$ cat src/rtl/serial_arith_pkg.sv
// serial_arith_pkg: shared FSM state type and default operand width for serial arithmetic blocks
package serial_arith_pkg;
  localparam int DEFAULT_WIDTH = 4;
  typedef enum logic [1:0] {IDLE, SHIFT, DONE} state_t;
endpackage

$ cat src/rtl/full_subtractor.sv
// full_subtractor: one-bit difference and borrow stage, reused once per serial bit
module full_subtractor (
  input  logic x,
  input  logic y,
  input  logic bin,
  output logic d,
  output logic bout
);
  assign d    = x ^ y ^ bin;
  assign bout = (~x & y) | (~(x ^ y) & bin);
endmodule

$ cat src/rtl/serial_subtractor_4bit.sv
// serial_subtractor_4bit: LSB-first bit-serial a - b - bin with registered result and flags
module serial_subtractor_4bit
  import serial_arith_pkg::*;
#(
  parameter int WIDTH = DEFAULT_WIDTH
) (
  input  logic             clk,
  input  logic             rst_n,
  input  logic             ena,
  input  logic             start,
  input  logic [WIDTH-1:0] a,
  input  logic [WIDTH-1:0] b,
  input  logic             bin,
  output logic             busy,
  output logic             done,
  output logic [WIDTH-1:0] diff,
  output logic             bout,
  output logic             ovf,
  output logic             zero
);
  localparam int CW = $clog2(WIDTH + 1);
  state_t           state_q;
  logic [CW-1:0]    cnt_q;
  logic [WIDTH-1:0] a_q, b_q, res_q, diff_q;
  logic             br_q, busy_q, done_q, bout_q, ovf_q, zero_q;
  logic             fs_d, fs_b;
  full_subtractor u_fs (.x(a_q[0]), .y(b_q[0]), .bin(br_q), .d(fs_d), .bout(fs_b));
  // On the final bit a_q[0]/b_q[0] hold the operand sign bits and fs_d is the result sign bit
  wire [WIDTH-1:0] res_d  = {fs_d, res_q[WIDTH-1:1]};
  wire             last_d = cnt_q == CW'(WIDTH - 1);
  wire             ovf_d  = (a_q[0] ^ b_q[0]) & (fs_d ^ a_q[0]);
  assign busy = busy_q;
  assign done = done_q;
  assign diff = diff_q;
  assign bout = bout_q;
  assign ovf  = ovf_q;
  assign zero = zero_q;
  // Control FSM, serial datapath and result registers; ena low freezes everything
  always_ff @(posedge clk or negedge rst_n) begin
    if (!rst_n) begin
      state_q <= IDLE;
      cnt_q   <= '0;
      a_q     <= '0;
      b_q     <= '0;
      res_q   <= '0;
      br_q    <= 1'b0;
      busy_q  <= 1'b0;
      done_q  <= 1'b0;
      diff_q  <= '0;
      bout_q  <= 1'b0;
      ovf_q   <= 1'b0;
      zero_q  <= 1'b1;
    end else if (ena) begin
      case (state_q)
        IDLE, DONE: begin
          done_q <= 1'b0;
          if (start) begin
            a_q     <= a;
            b_q     <= b;
            br_q    <= bin;
            cnt_q   <= '0;
            busy_q  <= 1'b1;
            state_q <= SHIFT;
          end else begin
            busy_q  <= 1'b0;
            state_q <= IDLE;
          end
        end
        SHIFT: begin
          a_q   <= a_q >> 1;
          b_q   <= b_q >> 1;
          br_q  <= fs_b;
          res_q <= res_d;
          cnt_q <= cnt_q + 1'b1;
          if (last_d) begin
            diff_q  <= res_d;
            bout_q  <= fs_b;
            ovf_q   <= ovf_d;
            zero_q  <= res_d == '0;
            busy_q  <= 1'b0;
            done_q  <= 1'b1;
            state_q <= DONE;
          end
        end
        default: begin
          busy_q  <= 1'b0;
          done_q  <= 1'b0;
          state_q <= IDLE;
        end
      endcase
    end
  end
endmodule

$ cat config.mk
export PLATFORM = sky130hd
export DESIGN_NAME = serial_subtractor_4bit
export DESIGN_NICKNAME = d
export VERILOG_FILES = /design/src/rtl/serial_arith_pkg.sv /design/src/rtl/full_subtractor.sv /design/src/rtl/serial_subtractor_4bit.sv
export SDC_FILE = /design/constraint.sdc
export NUM_CORES = 1
export LEC_CHECK = 0
export BUFFER_PORTS_ARGS = -buffer_cell sky130_fd_sc_hd__buf_4
export CORE_MARGIN = 1
export CORE_UTILIZATION = 58
export DETAILED_ROUTE_END_ITERATION = 6
export GPL_ROUTABILITY_DRIVEN = 0
export HOLD_SLACK_MARGIN = 0.08
export PLACE_DENSITY = 0.83
export SKIP_CTS_REPAIR_TIMING = 1
export SLEW_MARGIN = 20
export SYNTH_ARGS = -nofsm -noshare
export SYNTH_HDL_FRONTEND = slang
export SYNTH_SLANG_ARGS = --single-unit
export TNS_END_PERCENT = 20
$ cat constraint.sdc
create_clock -name clk -period 2.6 [get_ports clk]
set_input_delay 0.52 -clock clk [delete_from_list [all_inputs] [get_ports clk]]
set_output_delay 0.52 -clock clk [all_outputs]
set_load 0.005 [all_outputs]
== After elaboration in Yosys (flattened, before gate mapping) ==
Index checks and enable logic that the tools add are counted.

* Flip-flop bits (word level): 27
* Input bits: 13
* Output and inout port bits: 9
* Logic and storage cells: 51

* $add $sub $neg: 1
* Eq/ne operators: 5
* Mux-type cells: 16
* Bitwise gates (word level): 9
* Reduce and logical (&&, ||, !) cells: 8

{| class="wikitable"
|+ Operators by type and width
! cell !! number
|-
| $pmux W4 S2 || 2
|-
| $mux W4 || 2
|-
| $mux W1 || 6
|-
| $pmux W3 S2 || 1
|-
| $reduce_and A3 Y1 || 2
|-
| $logic_not A4 Y1 || 1
|-
| $ne A2 B2 Y1 const B || 2
|-
| $pmux W1 S2 || 2
|-
| $pmux W2 S2 || 1
|-
| $reduce_and A2 Y1 || 2
|-
| $add A3 B1 Y3 const B || 1
|-
| $and A1 B1 Y1 || 3
|-
| $eq A3 B2 Y1 const B || 1
|-
| $mux W3 || 1
|-
| $xor A1 B1 Y1 || 3
|-
| $eq A2 B1 Y1 const B || 1
|-
| $eq A2 B2 Y1 const B || 1
|-
| $logic_not A2 Y1 || 1
|-
| $mux W2 || 1
|-
| $not A1 Y1 || 2
|-
| $reduce_bool A2 Y1 || 1
|-
| $reduce_or A2 Y1 || 1
|-
| $or A1 B1 Y1 || 1
|}

== Longest topological paths before layout ==
* Depth in word-level cells: 5
* Gate-level depth with buffers: 6
* Gate-level depth less buffers: 5

== Cells and area by module ==
A second synthesis with hierarchy kept.

* Cell total of the unflattened synthesis: 96
* Area total of the unflattened synthesis: 1221.2 µm²

{| class="wikitable"
|+ By module, submodules not included
! module !! instances !! cells each !! area an instance (µm²) !! sequential area each (µm²)
|-
| serial_subtractor_4bit || 1 || 92 || 1189.9 || 626.9
|-
| full_subtractor || 1 || 4 || 31.3 || 0.0
|}

== Worst setup path before layout ==
No wires, ideal clock.

* Kind: reg-to-reg
* Start: register br_q
* End: register zero_q, in the netlist zero
* Setup time: 79 ps
* Data arrival time: 1681 ps
* Data required time: 2521 ps
* Setup slack: 840 ps
* Stages on the path, launching flop included: 4
* Buffers on the path: 0
* Clock period less this slack: 1760 ps
* Cell sequence: dfrtp_1 > fa_1 > or4b_2 > o21ai_0

* Cells in the longest elaborated chain, start to end: 2

{| class="wikitable"
|+ RTL lines
! item !! RTL line !! source
|-
| start: declaration || serial_subtractor_4bit.sv:25 || <nowiki>logic br_q, busy_q, done_q, bout_q, ovf_q, zero_q;</nowiki>
|-
| start signal: assignment || serial_subtractor_4bit.sv:60 || <nowiki>br_q <= bin;</nowiki>
|-
| start signal: assignment || serial_subtractor_4bit.sv:72 || <nowiki>br_q <= fs_b;</nowiki>
|-
| $xor A1 B1 Y1 || full_subtractor.sv:9 || <nowiki>assign d = x ^ y ^ bin;</nowiki>
|-
| $logic_not A4 Y1 || serial_subtractor_4bit.sv:79 || <nowiki>zero_q <= res_d == '0;</nowiki>
|-
| end signal: assignment || serial_subtractor_4bit.sv:52 || <nowiki>zero_q <= 1'b1;</nowiki>
|-
| end signal: assignment || serial_subtractor_4bit.sv:79 ||
|-
| end: declaration || serial_subtractor_4bit.sv:25 ||
|}

Every way passes these cells.
A chain may end at the register's enable or synchronous reset.

== Final worst setup path ==
Same ends and word-level chain as after synthesis.

==> summary.md <==
| Metric | Value |
|---|---|
| Cell Rows | 16 |
| Port-buffer cells | 21 |
| Least-Margin Pin Slew | approximately 490 ps |
| GRT Util Overall | 0.198 |
| P&R area growth vs syn | 14.5% |
| PwrDens | 1120 nW/µm² |
| CTS root buf | clkbuf_4 |
| Vias/cell | 5.44 |
| Outcome | completed |
| Hpwl dp | 1.41 mm |
| Worst setup endpoint | zero |
| Drt first-iter violations | 5 |
| Cell area after synthesis | 1210 µm² |
| Combinational cell fraction of total power | 0.445 |
| CTS Buf Count | 3 |
| Largest family of logic cells by synthesized area | multiplexers |
| CP max stage cell | fa_1 |
| Die Height | around 48 µm |
| Fin util | 0.704 |
| CP Capture Type | flip-flop |
| RR Startpoint | br_q |
| TritonRoute pass-1 iters | 4 |
| Vias in the first global route | between 700 and 800 |
| Largest stage delay, worst path | 610 ps |
| Top cell type's share of synthesized area | 0.498 |
| Most frequent cells in the layout | 24 x dfrtp_1, 21 x buf_4, 12 x mux2_2 |
| Synth Area per Inst | 13.1 µm² |
| Hold crit path type | primary input to async pin |
| Residual DRC | 0 |
| Synth Area in Simple Gates | 0.0737 |
| First-pass GRT wire length | 2.99 mm |
| Mux contribution to synthesized area | 0.212 |
| CP cell instances | fa_1, or4b_2, o21ai_0 |
| CP required | approximately 2800 ps |
| Netlist cell types | 26 |
| Share of cells above drive strength 1 | 0.411 |
| Most common cell after layout, fill and taps aside | dfrtp_1 |
| Share of the yosys chip area belonging to registers | 0.520 |
| Peak VDD IR | about 0.70 mV |
| Critical path class | flip-flop to flip-flop |
| Ys Warns | 0 |
| Count of final setup violators | 0 |
| Clock Power Share | 0.106 |
| Clock Path Buffers | 2 |
| Antenna cells | 0 |
| H-tree levels | 1 |
| Leakage power | 0.000667 µW |
| CTS clk-pin slew, worst paths | 120 ps |
| RSZ-0062 raised after global routing | no |
| Crit path from | br_q |
| Post-synthesis compound-gate area fraction | 0.0892 |
| Worst r2r dst | zero |
| Die W | between 40 and 50 µm |
| Final nets | 130 |
| Fin crit period | roughly 1900 ps |
| Largest net degree at the start of global routing | 26 |
| Hold Fails Final Rpt | 0 |
| Clock sink total | 25 |
| Core Box Area | a little under 2000 µm² |
| Synth area leader | dfrtp_1 |
| Post-synthesis share of cell area spent on xor and xnor gates | 0.00726 |
| Switching pwr | 507 µW |
| Final wirelength | 1.87 mm |
| Adder-cell share of the synthesized area | 0.0477 |
| Final Slew Violations | 0 |
| Syn_nets | about 110 |
| Maximum clock rate | 537 MHz |
| Register bit count reported by yosys | 25 |
| Post-route clock skew | around 4.7 ps |
| Initial antenna violation count | 0 |
| Max cap viols | 0 |
| Slew HR | 0.670 |
| M2 GR Usage | 0.345 |
| Vias | ~760 |
| Met3 Use GR | 0.0679 |
| I/O pin count | 22 |
| CTS tree | yes |
| Gr ovfl total | 0 |
| Die area | 2270 µm² |
| Net Sw Frac | 0.326 |
| Synth Instances | 92 |
| Cell-internal power | approximately 1000 µW |
| Seq pwr share | 0.449 |
| Clock Latency Late Sink | between 300 and 400 ps |
| CP Data Arrival Time | 2100 ps |
| Post-route cell area | around 1400 µm² |
| R2R setup slack | 740 ps |
| Gr busiest metal | met2 |
| Reg2Reg Depth | 3 |
| Final Cycle Share | 0.716 |
| Total chip power | roughly 1600 µW |
| Grt met1 use | 0.235 |
| Post-DRT Antenna Nets | 0 |
| Synth top area cells | dfrtp_1 50%, mux2_2 11%, mux2_4 7.5% |
| Setup_tns | 0 ps |
| Fillcell total | approximately 150 |
| Dpl cell area | about 1400 µm² |
| WL/cell | 13.5 µm |
| Initial cell density of the core | 0.615 |
| Crit-path max FO | 4 |
| CP Launch Type | flip-flop |
==> stage by stage <==
step | setup WS, ps | hold slack, ps | std cells
after global placement | 790 | 439 | 135
final | 738 | 83.5 | 139
after global routing | 645 | 85.9 | 139
after detailed placement | 768 | 437 | 135
after CTS | 723 | 77.3 | 139
after floorplan | 840 | 224 | 92
==> power groups by stage <==
stage               Sequential (µW)  Clock [µW]  Combinational, µW
floorplan                       668           0                564
global placement                694           0                681
detailed placement              708           0                698
CTS                             698         173                705
global route                    722         190                772
finish                          697         165                690
==> layer usage <==
layer  vias up  routed length, µm  part of all wire
li1        366                  -                 -
met1       376                830              0.44
met2        12                961              0.51
met3         2                 66             0.035
met4         0                 11            0.0059
met5         -                  0                 0
==> cells in the mapped netlist (all sizes together) <==
| library cell | number |
|---|---|
| dfstp | 1 |
| xor2 | 1 |
| nor2b | 3 |
| buf | 4 |
| o22ai | 1 |
| o2bb2ai | 3 |
| a31oi | 2 |
| ha | 3 |
| o21a | 1 |
| nand3 | 1 |
| and2b | 1 |
| or4b | 1 |
| dfrtp | 24 |
| o21ai | 8 |
| clkbuf | 1 |
| nand3b | 1 |
| fa | 1 |
| inv | 5 |
| mux2 | 18 |
| nand4b | 1 |
| mux2i | 3 |
| nand2 | 6 |
| o31ai | 2 |
==> cells by family (layout without fill, tap and decap cells) <==
family / after synthesis / count (layout)
AOI/OAI and AO/OA: 17 / 17
xor gates and xnor gates: 1 / 1
DFF: 25 / 25
buffers and inverters: 10 / 30
and+or+nand+nor: 14 / 14
adders and majority gates: 4 / 4
muxes: 21 / 21
==> worst min-delay path by stage <==
stage | endpoint | from | slack, ps | cells after the start
floorplan | a_q[0] | rst_n | 220 | 0
global placement | diff[0] | rst_n | 440 | 1
CTS | a_q[2] | rst_n | 80 | 1
finish | br_q | rst_n | 80 | 1
global route | br_q | rst_n | 90 | 1
detailed placement | done | rst_n | 440 | 1
==> critical path: cells and delay by family, from the launching register on <==
kind	cells	cell delay, ps
AOI/OAI and AO/OA	1	160
adders and majority gates	1	610
DFF	1	430
and+or+nand+nor	1	590
==> state kept, by name, indices dropped and copies added (netlist names) <==
name     flops
a_q          4
b_q          4
bout         1
br_q         1
busy         1
cnt_q        3
diff         4
done         1
ovf          1
res_q        3
state_q      1
zero         1
==> area by class of cell <==
type	instances	area (µm²)	area share
repair buffers	21	158	0.114
clock buffers	4	26.3	0.0190
multi-input cells	57	518	0.375
inverters	5	18.8	0.0136
flip-flops and latches	25	627	0.454
well taps	27	33.8	0.0245
Power figures use the tool's default switching activity.
